<file path="src/rtl/pe_xconnect_rx.sv">
// PE-side crossbar receive port: filters words by destination, buffers them with source index in a FWFT FIFO.
// Optional build macro PE_RX_DROP_CNT_EN adds the saturating drop_count output.
module pe_xconnect_rx #(
   parameter int WORD_SIZE  = 256,
   parameter int NOF_PES    = 16,
   parameter int FIFO_DEPTH = 4
`ifdef PE_RX_DROP_CNT_EN
   ,parameter int CNT_W     = 16
`endif
) (
   input  logic                            clk,
   input  logic                            rst,
   input  logic [$clog2(NOF_PES)-1:0]      my_pe_index,
   input  logic                            xc_valid,
   input  logic [WORD_SIZE-1:0]            xc_data,
   input  logic [$clog2(NOF_PES)-1:0]      xc_src_pe_index,
   input  logic [$clog2(NOF_PES)-1:0]      xc_dest_pe_index,
   output logic                            pe_valid,
   input  logic                            pe_ready,
   output logic [WORD_SIZE-1:0]            pe_data,
   output logic [$clog2(NOF_PES)-1:0]      pe_src_pe_index,
   output logic [$clog2(FIFO_DEPTH):0]     fifo_level,
   output logic                            overflow
`ifdef PE_RX_DROP_CNT_EN
   ,output logic [CNT_W-1:0]               drop_count
`endif
);

   localparam int NOF_LEVELS = $clog2(NOF_PES);
   localparam int PTR_W      = $clog2(FIFO_DEPTH);
   localparam int LVL_W      = PTR_W + 1;
   localparam logic [LVL_W-1:0] DEPTH_L = LVL_W'(FIFO_DEPTH);

   logic [WORD_SIZE-1:0]  data_q [FIFO_DEPTH];
   logic [NOF_LEVELS-1:0] src_q  [FIFO_DEPTH];
   logic [PTR_W-1:0]      wr_ptr_q, wr_ptr_d;
   logic [PTR_W-1:0]      rd_ptr_q, rd_ptr_d;
   logic [LVL_W-1:0]      level_q, level_d;
   logic                  ovf_q, ovf_d;
   logic                  match, pop, push, drop;

   // Full/empty come from the level counter; pointers alone are ambiguous when equal.
   always_comb begin
      match    = xc_valid && (xc_dest_pe_index == my_pe_index);
      pop      = (level_q != '0) && pe_ready;
      push     = match && ((level_q != DEPTH_L) || pop);
      drop     = match && !push;
      wr_ptr_d = push ? wr_ptr_q + PTR_W'(1) : wr_ptr_q;
      rd_ptr_d = pop  ? rd_ptr_q + PTR_W'(1) : rd_ptr_q;
      level_d  = level_q;
      if (push && !pop)
         level_d = level_q + LVL_W'(1);
      else if (pop && !push)
         level_d = level_q - LVL_W'(1);
      ovf_d    = ovf_q || drop;
   end

   always_ff @(posedge clk) begin
      if (!rst) begin
         wr_ptr_q <= '0;
         rd_ptr_q <= '0;
         level_q  <= '0;
         ovf_q    <= 1'b0;
         for (int i = 0; i < FIFO_DEPTH; i++) begin
            data_q[i] <= '0;
            src_q[i]  <= '0;
         end
      end else begin
         wr_ptr_q <= wr_ptr_d;
         rd_ptr_q <= rd_ptr_d;
         level_q  <= level_d;
         ovf_q    <= ovf_d;
         if (push) begin
            data_q[wr_ptr_q] <= xc_data;
            src_q[wr_ptr_q]  <= xc_src_pe_index;
         end
      end
   end

   // No bypass: the head is always read from storage, giving one cycle of latency.
   assign pe_valid        = (level_q != '0);
   assign pe_data         = data_q[rd_ptr_q];
   assign pe_src_pe_index = src_q[rd_ptr_q];
   assign fifo_level      = level_q;
   assign overflow        = ovf_q;

`ifdef PE_RX_DROP_CNT_EN
   logic [CNT_W-1:0] cnt_q, cnt_d;

   always_comb begin
      cnt_d = cnt_q;
      if (drop && (cnt_q != '1))
         cnt_d = cnt_q + CNT_W'(1);
   end

   always_ff @(posedge clk) begin
      if (!rst)
         cnt_q <= '0;
      else
         cnt_q <= cnt_d;
   end

   assign drop_count = cnt_q;
`endif

endmodule

</file>
<file path="config.mk">
export PLATFORM = sky130hd
export DESIGN_NAME = pe_xconnect_rx
export DESIGN_NICKNAME = d
export VERILOG_FILES = /design/src/rtl/pe_xconnect_rx.sv
export SDC_FILE = /design/constraint.sdc
export NUM_CORES = 1
export LEC_CHECK = 0
export ABC_AREA = 1
export CELL_PAD_IN_SITES_DETAIL_PLACEMENT = 1
export CELL_PAD_IN_SITES_GLOBAL_PLACEMENT = 1
export CORE_MARGIN = 2
export CORE_UTILIZATION = 45
export CTS_CLUSTER_DIAMETER = 50
export CTS_CLUSTER_SIZE = 16
export DETAILED_ROUTE_END_ITERATION = 10
export GPL_TIMING_DRIVEN = 0
export HOLD_SLACK_MARGIN = 0.1
export PLACE_DENSITY_LB_ADDON = 0.12
export SLEW_MARGIN = 20
export SYNTH_ARGS = -nofsm -noshare
export SYNTH_HDL_FRONTEND = slang
export SYNTH_SLANG_ARGS = --single-unit
</file>
<file path="constraint.sdc">
create_clock -name clk -period 33.8 [get_ports clk]
set_input_delay 6.76 -clock clk [delete_from_list [all_inputs] [get_ports clk]]
set_output_delay 6.76 -clock clk [all_outputs]
set_load 0.03 [all_outputs]
</file>
# Yosys cells after proc, flatten, opt, wreduce, memory -nomap -nowiden
# Memory sizes are Yosys's and may differ from the RTL's. A register that Yosys moved wholly into a read port is not among the register bits.
# Index checks and enable logic that the tools add are counted.
[classes] add_sub_neg=4 multipliers=0 div=0 magnitude_cmp=0 n_eq_ne=2 n_shift=0 n_mux=16 bitwise=0 n_reduce_logical=14
[ops] cell="two-way mux 256 bit" count=1
[ops] cell="OR reduction 256 bit" count=1
[ops] cell="two-way mux 2 bit" count=6
[ops] cell="logical AND 1 bit" count=6
[ops] cell="two-way mux 1 bit" count=6
[ops] cell="two-way mux 3 bit" count=2
[ops] cell="adder 2 x 1 -> 2 bit (second input constant)" count=2
[ops] cell="equality test 4 bit" count=1
[ops] cell="two-way mux 4 bit" count=1
[ops] cell="OR reduction 4 bit" count=1
[ops] cell="adder 3 x 1 -> 3 bit (second input constant)" count=1
[ops] cell="inequality test 3 bit (second input constant)" count=1
[ops] cell="nonzero test 3 bit" count=1
[ops] cell="subtractor 3 x 1 -> 3 bit (second input constant)" count=1
[ops] cell="zero test 1 bit" count=2
[ops] cell="logical OR 1 bit" count=2
[ops] cell="nonzero test 2 bit" count=1
[word_totals] ff_bits=8 latch_bits=0 mem_bits_rw=1040 mem_bits_ro=0 inputBits=272 output_inout_bits=265 elab_cells=42 memories=2
[memory_table] name="data_q" depth=4 word_bits=256 read_ports=1 rd_clocked_by_memory_dff=1 wr=4 line="34" source="logic [WORD_SIZE-1:0] data_q [FIFO_DEPTH];"
[memory_table] name="src_q" depth=4 word_bits=4 read_ports=1 rd_clocked_by_memory_dff=1 wr=4 line="35" source="logic [NOF_LEVELS-1:0] src_q [FIFO_DEPTH];"

# Depth between registers and ports, before layout
# Gate-level depths: netlist of run 1.
[logic_depth] word_depth=9 mapped_depth=13 mapped_depth_nobuf=13

# Worst setup path before layout of run 1
# OpenSTA, ideal clock, no wires.
[synth_timing] path_kind="input -> register" from="in xc_dest_pe_index[0]" to="mem data_q[1][0] (enable)" setup_time_ns=1.242 t_arrival_ns=25.284 required_time_ns=32.558 slack_ns=7.275 cell_stages=6 n_path_buf=0 cell_sequence="inv_1 > nand2_1 > nand2_1 > nor2_1 > nand4_1 > o21ai_0"
[synth_rtl] item="from (decl)" line="17" source="input logic [$clog2(NOF_PES)-1:0] xc_dest_pe_index,"
[synth_rtl] item="to (decl)" line="34"

==> results.md, run 1 <==
- Status: finished clean
- CTS tree: yes
- CP Max Fanout: 10
- CTS hold repair buffers: 0
- Fmax: 0.0894 GHz
- # IOs: 537
- Reg2reg setup slack: ~30 ns
- Placed insts: roughly 6000
- RSZ-0062 raised after global routing: no
- Vias per cell: ~5.8
- Fin area: 58400 sq um
- R2r endpoint: data_q[0][60]
- Final setup viols: 0
- Largest net degree at the start of global routing: 47
- Cts repair resizes: 0
- Fin. max-slew vios: 0
- Register area share after synthesis: between 60% and 70%
- Chip width: about 320 um
- Die Span Y: 320 um
- Placed Area: about 54000 sq um
- Num CTS Buffers: roughly 130
- Setup crit start kind: flip-flop
- Power Density: about 72 nW/um^2
- WL per Instance: 26.0 um
- Clock power share: between 30% and 40%
- Initial Util: a little under half
- Later-pin clock latency in the skew report: 0.75 ns
- WS Path Type: reg2out
- Drt drc: 0
- Max-cap viol count: 0
- Worst Skew: between 0.02 and 0.03 ns
- Syn Nets: 4337
- WL final: approximately 160000 um
- Clock slew at reported path FFs: approximately 0.06 ns
- GRT Overall Usage: between 30% and 40%
- Final period utilization: about a third
- Global-route wire length before repair: 237000 um
- Vias in the first global route: 37400
- Nets: 5065
- Synth warnings: 0
- Post-CTS setup buffers: 0
- Die Area: 103000 sq um
- PortBufs: between 500 and 600
- Min-delay worst type: reg2reg
- Worst Tran Pin Value: between 1 and 1.5 ns
- Antenna violations before repair: 17
- GP Congestion: between 0.8 and 0.9
- Worst Hold Depth: 1
- Multi-input logic area: 11000 sq um
- Storage cell area: ~31000 sq um
- P_int: approximately 2.8 mW
- Sw frac: approximately 33%
- CP arrival: roughly 4.4 ns
- First-pass DRT Iterations: 6
- Worst R2R Path Depth: 12
- Worst VDD drop: 47.8 uV
- CTS max path bufs: 3
- R2R Path Start: fifo_level[1]
- FILL cells: approximately 10000
- Row cnt: 116
- Detail Route Antenna Nets: 0
- Post-Syn Instances: just over 4000
- Layout overhead on the synthesized area: 29.7%
- Post-synthesis register bit count: about 1100
- H-tree levels: 4
- Synth cell types: 25
- Comb pwr share: between 20% and 30%
- Root Driver: clkbuf_16
- Layout cells sized above 1: about 8.3%
- Crit path to: pe_data[138]
- Core Region: between 90000 and 100000 sq um
- Mean Syn Cell Area: around 11 sq um
- Post-layout min period: approximately 11 ns
- Lkg Pwr: 21.6 nW
- Final Hold Vio Count: 0
- Slew margin rel.: approximately 22%
- GRT overflow: 0
- Total Neg Setup Slack: 0 ns
- Dpl hpwl: 106000 um
- Cell Area, Synth: 45100 sq um
- Min setup slack post-route: about 23 ns
- Clk sink count: approximately 1100
- Sequential Power Share: 35.4%
- Total power: between 4 and 5 mW
- Final Non-Filler Cells: 6203
- Sw Pwr: 1.41 mW
- Setup WS pre-CTS: 22.42 ns
- DRT iter0 DRCs: about 3300
- Worst setup EP type: output pin
- WP data required: between 20 and 30 ns
- Via Count: 35700
[how the worst min path moves through the flow]
stage	from	end	slack, ns
CTS	overflow	overflow	0.47
floorplan	rd_ptr_q[1]	flip-flop	0.44
finish	overflow	overflow	0.47
detailed placement	overflow	overflow	0.46
global placement	rd_ptr_q[1]	rd_ptr_q[1]	0.45
global route	overflow	overflow	0.50
[stage by stage]
| step | utilization, % | hold slack, ns |
|---|---|---|
| CTS | 58.6 | 0.469 |
| global placement | 52.2 | 0.447 |
| global route | 58.6 | 0.496 |
| detailed placement | 53.8 | 0.457 |
| finish | 58.6 | 0.466 |
| floorplan | - | 0.436 |
[synth_stat cells, drive strengths merged]
cell / instances / area share, %
o21ai: 531 / 5.9
a21oi: 8 / 0.089
clkbuf: 225 / 1.9
clkinv: 2 / 0.017
nand3: 4 / 0.044
inv: 277 / 2.3
xnor2: 1 / 0.019
edfxtp: 1040 / 69
o21a: 1 / 0.017
nand2: 13 / 0.11
fa: 1 / 0.044
buf: 118 / 1.6
o22ai: 260 / 3.6
dfxtp: 10 / 0.44
nor2: 1049 / 8.7
nor3: 520 / 5.8
ha: 1 / 0.028
nand4: 2 / 0.042
[cell usage in the layout, fill, tap and decap left out, types with 55 or more instances in the layout]
master and count:
clkbuf_16 141, edfxtp_1 1040, o21ai_0 528, inv_1 275
o22ai_1 260, nor2_1 1048, buf_2 55, clkdlybuf4s50_1 536
clkbuf_1 228, nor3_1 520
[area by class of cell]
| cell class | instances | area share (%) |
|---|---|---|
| flip-flops and latches | 1050 | 53.8 |
| inverters | 279 | 1.79 |
| well taps | 1298 | 2.78 |
| repair buffers | 593 | 11.8 |
| clock inverters | 89 | 2.08 |
| diodes | 9 | 0.0385 |
| clock buffers | 151 | 6.10 |
| multi-input cells | 2391 | 18.9 |
| plain buffers | 343 | 2.72 |
[critical path: stages, from the launching register on]
cell and delay, ns:
dfxtp_1 0.31, buf_2 0.29, buf_2 0.40, clkbuf_1 0.81
clkbuf_1 0.58, nor2_1 0.11, o22ai_1 0.28, clkdlybuf4s50_1 0.88
[power groups by stage]
stage | clock, mW | sequential [mW] | combinational (mW)
6_report | 1.54 | 1.50 | 1.20
5_1_grt | 1.60 | 1.50 | 1.26
4_1_cts | 1.55 | 1.50 | 1.20
3_5_place_dp | 0 | 1.52 | 1.19
3_3_place_gp | 0 | 1.59 | 1.15
2_1_floorplan | 0 | 1.56 | 0.611
[kinds of logic after synthesis]
| logic type | share of synthesized area, % |
|---|---|
| AOI/OAI and AO/OA | 9.61 |
| xor gates and xnor gates | 0.0194 |
| adders and majority gates | 0.0722 |
| buffers and inverters | 5.83 |
| DFF | 69.7 |
| and+or+nand+nor | 14.7 |
[state kept, by name, summed over array words and instances (netlist names), named ones only]
register    cells
data_q       1024
wr_ptr_q        2
src_q          16
fifo_level      3
overflow        1
rd_ptr_q        2
[per-layer routing]
metal / part of all wire, % / track usage, % / vias up
li1: - / - / 15900
met1: 39 / 39.0 / 18100
met2: 49 / 52.2 / 1405
met3: 8.0 / 7.09 / 311
met4: 3.8 / 12.2 / 16
met5: 0.061 / 0 / -
(Power assumes the default switching activity.)
==> run 2, diff against run 1 <==
==> constraint.sdc (replaced) <==
create_clock -name clk -period 10.4 [get_ports clk]
set_input_delay 2.08 -clock clk [delete_from_list [all_inputs] [get_ports clk]]
set_output_delay 2.08 -clock clk [all_outputs]
set_load 0.03 [all_outputs]
==> results.md, run 2 (synthesis results as in run 1) <==
- WL per Instance: 25.7 um (-1.1%)
- Worst R2R Path Depth: 11 (-1)
- Total Neg Setup Slack: 0 ns (unchanged)
- Row cnt: 116 (unchanged)
- Fin. max-slew vios: 0 (unchanged)
- Antenna violations before repair: 16 (-1)
- WP data required: 8.32 ns (-18.72 ns)
- GRT Overall Usage: 30.5% (-0.50 points)
- R2r endpoint: data_q[0][48]
- Root Driver: clkbuf_16
- Global-route wire length before repair: 234000 um (-1.1%)
- FILL cells: 10500 (+0.16%)
- Sw Pwr: 4.58 mW (+220%)
- Crit-path max cell delay: 0.91 ns (+0.03 ns)
- Dpl hpwl: 106000 um (about the same)
- Reg2reg setup slack: 6.06 ns (-23.58 ns)
- Cts repair resizes: 0 (unchanged)
- Layout overhead on the synthesized area: 27.8%
- Min-delay worst type: reg2reg
- Final setup viols: 0 (unchanged)
- H-tree levels: 3 (-1)
- Clock slew at reported path FFs: 0.06 ns (about the same)
- Initial Util: 45.2% (unchanged)
- Lkg Pwr: 21.2 nW (-1.9%)
- CTS hold repair buffers: 0 (unchanged)
- CP arrival: 4.57 ns (+0.14 ns)
- R2R Path Start: fifo_level[1]
- Drt drc: 0 (unchanged)
- Core Region: 99700 sq um (unchanged)
- CTS tree: yes
- Clk sink count: 1050 (unchanged)
- Commonest non-fill, non-tap cell in the layout: nor2_1
- GP Congestion: 0.805 (-0.54%)
- CP Max Fanout: 10 (unchanged)
- CTS max path bufs: 3 (unchanged)
- Worst Skew: 0.0180 ns (-0.00886 ns)
- Post-layout min period: 6.65 ns
- Max-cap viol count: 0 (unchanged)
- Comb pwr share: 29.7% (+1.5 points)
- CP dominant cell by count: clkbuf_1
- Sequential Power Share: 37.4% (+2.0 points)
- Crit path cell chain: clkbuf_1 -> clkinv_1 -> clkbuf_1 -> clkbuf_1 -> o21ai_0 -> o22ai_1 -> clkdlybuf4s50_1
- Slowest CP cell: clkbuf_1
- Slew margin rel.: 19.9% (-2.1 points)
- Most frequent cells in the layout: 1048 x nor2_1, 1040 x edfxtp_1, 536 x clkdlybuf4s50_1
- Storage cell area: 31400 sq um (unchanged)
- Largest net degree at the start of global routing: 43 (-8.5%)
- Die Area: 103000 sq um (unchanged)
- WS Path Type: reg2out
- Num CTS Buffers: 116 (-13%)
- Worst VDD drop: 142 uV (+200%)
- Setup crit start kind: flip-flop
- Die Span Y: 320 um (unchanged)
- Final Hold Vio Count: 0 (unchanged)
- Top reg by flops: data_q
- Post-CTS setup buffers: 0 (unchanged)
- DRT iter0 DRCs: 3072 (-5.7%)
- First-pass DRT Iterations: 5 (-1)
- Later-pin clock latency in the skew report: 0.72 ns (-0.03 ns)
- Vias in the first global route: 37400 (-0.070%)
- Clock power share: 33.0% (-3.4 points)
- Status: finished clean
- Multi-input logic area: 11000 sq um (unchanged)
- Layout cells sized above 1: 8.04% (-0.21 points)
- PortBufs: 536 (unchanged)
- Worst Tran Pin Value: 1.20 ns (+0.0321 ns)
- Crit path to: pe_data[97]
- # IOs: 537 (unchanged)
- Max reg flops: 1024 (unchanged)
- Final period utilization: 63.9%
- Worst setup EP type: output pin
- Fmax: 0.150 GHz
- WL final: 159000 um (-1.4%)
- Fin util: 57.8% (-0.85 points)
- Power Density: 226 nW/um^2 (+210%)
- RSZ-0062 raised after global routing: no
- Vias per cell: 5.71 (-0.97%)
- Detail Route Antenna Nets: 0 (unchanged)
- Sw frac: 35.2% (+1.8 points)
- Total power: 13.0 mW (+210%)
- Worst path bufs/invs: 5 (unchanged)
- Crit. path cell count: 7 (unchanged)
- Top delay family on crit path: buffers and inverters
- Chip width: 320 um (unchanged)
- GRT overflow: 0 (unchanged)
- Via Count: 35300 (-1.3%)
- Nets: 5046 (-0.38%)
- P_int: 8.42 mW (+200%)
## run 2: worst min-delay path, stage by stage, from the launching register on
cell	delay [ns]
dfxtp_1	0.30
inv_1	0.06
a21oi_1	0.07
## run 2: worst min path at each step
stage / start / endpoint / slack (ns) / depth (start not counted)
3_5_place_dp: rd_ptr_q[1] / flip-flop / 0.47 / 2
3_3_place_gp: overflow / overflow / 0.45 / 1
2_1_floorplan: rd_ptr_q[1] / flip-flop / 0.44 / 2
4_1_cts: rd_ptr_q[1] / flip-flop / 0.48 / 2
5_1_grt: overflow / overflow / 0.51 / 1
6_report: rd_ptr_q[1] / rd_ptr_q[1] / 0.48 / 2
## run 2: layout make-up
class	instances	area share, %
Tap cell	1298	2.82
Multi-Input combinational cell	2391	19.2
Clock buffer	124	5.20
Buffer	343	2.76
Antenna cell	8	0.0348
Inverter	279	1.82
Sequential cell	1050	54.6
Timing Repair Buffer	591	11.9
Clock inverter	97	1.75
## run 2: per-layer routing
metal / wire, um / vias to the layer above / GRT usage (%)
met5: 158 / - / 0
met4: 6180 / 24 / 12.4
met3: 13000 / 305 / 7.04
met2: 77700 / 1317 / 51.2
met1: 61700 / 17800 / 38.2
li1: - / 15900 / -
## run 2: stage by stage
step | cells | setup slack (ns) | hold WS [ns] | instance area, sq um
after CTS | 6173 | 3.69 | 0.480 | 57600
final | 6181 | 3.75 | 0.481 | 57600
after global routing | 6177 | 3.67 | 0.511 | 57600
after floorplan | 4063 | -4.45 | 0.436 | 45100
after detailed placement | 5952 | 3.83 | 0.471 | 53600
after global placement | 5897 | -14.69 | 0.447 | 52100
## run 2: power by group through the flow
stage	Sequential, mW	Clock [mW]	Combinational (mW)
floorplan	5.02	0	1.99
finish	4.86	4.29	3.86
CTS	4.86	4.33	3.87
detailed placement	4.95	0	3.84
global route	4.88	4.48	4.06
global placement	5.09	0	3.73
==> run 3, diff against run 2 <==
==> constraint.sdc (replaced) <==
create_clock -name clk -period 6.4 [get_ports clk]
set_input_delay 1.28 -clock clk [delete_from_list [all_inputs] [get_ports clk]]
set_output_delay 1.28 -clock clk [all_outputs]
set_load 0.03 [all_outputs]
==> results.md, run 3 (synthesis results as in run 1) <==
- CTS max path bufs: 3 (unchanged)
- GP Congestion: 0.804 (-0.17%)
- Slowest CP cell: clkbuf_1
- CTS tree: yes
- WS Path Type: reg2out
- WL per Instance: 25.6 um (-0.23%)
- Chip width: 320 um (unchanged)
- Lkg Pwr: 21.1 nW (-0.13%)
- Setup WS pre-CTS: 0.471 ns (-3.36 ns)
- Max reg flops: 1024 (unchanged)
- Final period utilization: 90.9%
- Top delay family on crit path: buffers and inverters
- Nets: 5044 (-0.040%)
- Crit-path max cell delay: 0.91 ns (about the same)
- GRT overflow: 0 (unchanged)
- Root Driver: clkbuf_16
- CTS hold repair buffers: 0 (unchanged)
- Vias in the first global route: 37000 (-0.89%)
- Via Count: 35500 (+0.62%)
- Post-CTS setup buffers: 0 (unchanged)
- PortBufs: 536 (unchanged)
- Dpl hpwl: 105000 um (-0.94%)
- Worst path bufs/invs: 5 (unchanged)
- First-pass DRT Iterations: 7 (+2)
- Vias per cell: 5.74 (+0.60%)
- Layout cells sized above 1: 7.99% (-0.053 points)
- Setup crit start kind: flip-flop
- Max-cap viol count: 0 (unchanged)
- Worst Tran Pin Value: 1.18 ns (-0.0218 ns)
- RSZ-0062 raised after global routing: no
- Cts repair resizes: 0 (unchanged)
- Top reg by flops: data_q
- Total power: 21.2 mW (+63%)
- Detail Route Antenna Nets: 0 (unchanged)
- Fin area: 57600 sq um (about the same)
- Most frequent cells in the layout: 1048 x nor2_1, 1040 x edfxtp_1, 536 x clkdlybuf4s50_1
- Largest net degree at the start of global routing: 74 (+72%)
- GRT Overall Usage: 30.4% (-0.10 points)
- Final Hold Vio Count: 0 (unchanged)
- Drt drc: 0 (unchanged)
- Fin Hold WS: 0.472 ns (-0.00973 ns)
- Later-pin clock latency in the skew report: 0.71 ns (about the same)
- Placed Area: 53500 sq um (about the same)
- Post-layout min period: 5.82 ns
- Crit path cell chain: clkbuf_1 -> clkinv_1 -> clkbuf_1 -> clkbuf_1 -> o21ai_0 -> o22ai_1 -> clkdlybuf4s50_1
- CP arrival: 4.54 ns (-0.03 ns)
- Worst Skew: 0.0286 ns (+0.0106 ns)
- H-tree levels: 3 (unchanged)
- WP data required: 5.12 ns (-3.20 ns)
- CP dominant cell by count: clkbuf_1
- WL final: 158000 um (-0.22%)
- Global-route wire length before repair: 233000 um (-0.40%)
- # IOs: 537 (unchanged)
- Worst VDD drop: 275 uV (+93%)
- Worst setup EP type: output pin
- CP Max Fanout: 10 (unchanged)
- Row cnt: 116 (unchanged)
- Status: finished clean
- Clk sink count: 1050 (unchanged)
- Commonest non-fill, non-tap cell in the layout: nor2_1
- Layout overhead on the synthesized area: 27.9% (about the same)
- Min setup slack post-route: 0.584 ns (-3.17 ns)
- DRT iter0 DRCs: 3040 (-1.0%)
- Antenna violations before repair: 23 (+7)
- Power Density: 368 nW/um^2 (+63%)
- Initial Util: 45.2% (unchanged)
- Core Region: 99700 sq um (unchanged)
- Slew margin rel.: 21.3% (+1.5 points)
- Num CTS Buffers: 116 (unchanged)
- Die Span Y: 320 um (unchanged)
- Die Area: 103000 sq um (unchanged)
- Clock slew at reported path FFs: 0.05 ns (about the same)
- Fmax: 0.172 GHz
- Final setup viols: 0 (unchanged)
- Fin. max-slew vios: 0 (unchanged)
- Min-delay worst type: reg2reg
run 3: changes by cell type in the layout (fill, tap and decap cells not counted), sizes merged:
cell / before / now
clkbuf: 349 / 347
bufinv: 8 / 13
clkinv: 41 / 34
clkinvlp: 10 / 14
inv: 317 / 314
diode: 8 / 14
buf: 173 / 171
run 3: per-layer routing:
| metal | GRT usage, % | up-vias | wire [um] |
|---|---|---|---|
| met1 | 39.3 | 17900 | 62700 |
| met3 | 5.69 | 294 | 12300 |
| met5 | 0 | - | 134 |
| met2 | 51.1 | 1401 | 77500 |
| li1 | - | 15900 | - |
| met4 | 11.5 | 22 | 5690 |
run 3: worst register-to-register path, stage by stage, from the launching register on:
cell and delay [ns]:
dfxtp_1 0.40, nor2_1 0.11, nand3_1 0.15, inv_1 0.08, nor2_2 0.19, nand4_2 0.51, buf_2 0.49, buf_2 0.31
nand2_8 0.42, buf_16 0.43, buf_16 0.48
run 3: path summary, 6_finish.rpt:
check                      from        endpoint  slack [ns]  cells after the start
setup / recovery      flip-flop    pe_data[156]        0.58                      7
hold / removal      rd_ptr_q[1]       flip-flop        0.47                      2
setup reg to reg  fifo_level[1]  data_q[0][118]        2.42                     10
hold reg to reg     rd_ptr_q[1]       flip-flop        0.47                      2
run 3: area by class of cell:
type	instances	area [sq um]
tap	1298	1620
inverter	279	1060
clock inverter	96	1040
clock buffer	122	3000
buffer	343	1590
fill	10500	42100
antenna	14	35.0
timing repair buffer	589	6790
multi-input combinational	2391	11100
sequential	1050	31400
run 3: power breakdown:
part / internal [mW] / leakage, nW / switching, mW
logic: 2.03 / 8.35 / 4.23
clock network: 4.02 / 1.95 / 3.06
registers: 7.81 / 10.8 / 0.0813
total: 13.9 / 21.1 / 7.37
run 3: stage by stage:
stage                     util (%)  std cells  setup TNS [ns]
final                         57.8       6182               0
after global routing          57.8       6177               0
after CTS                     57.7       6168               0
after detailed placement      53.7       5950               0
after global placement        52.3       5897        -4544.15
after floorplan                  -       4063         -138.15
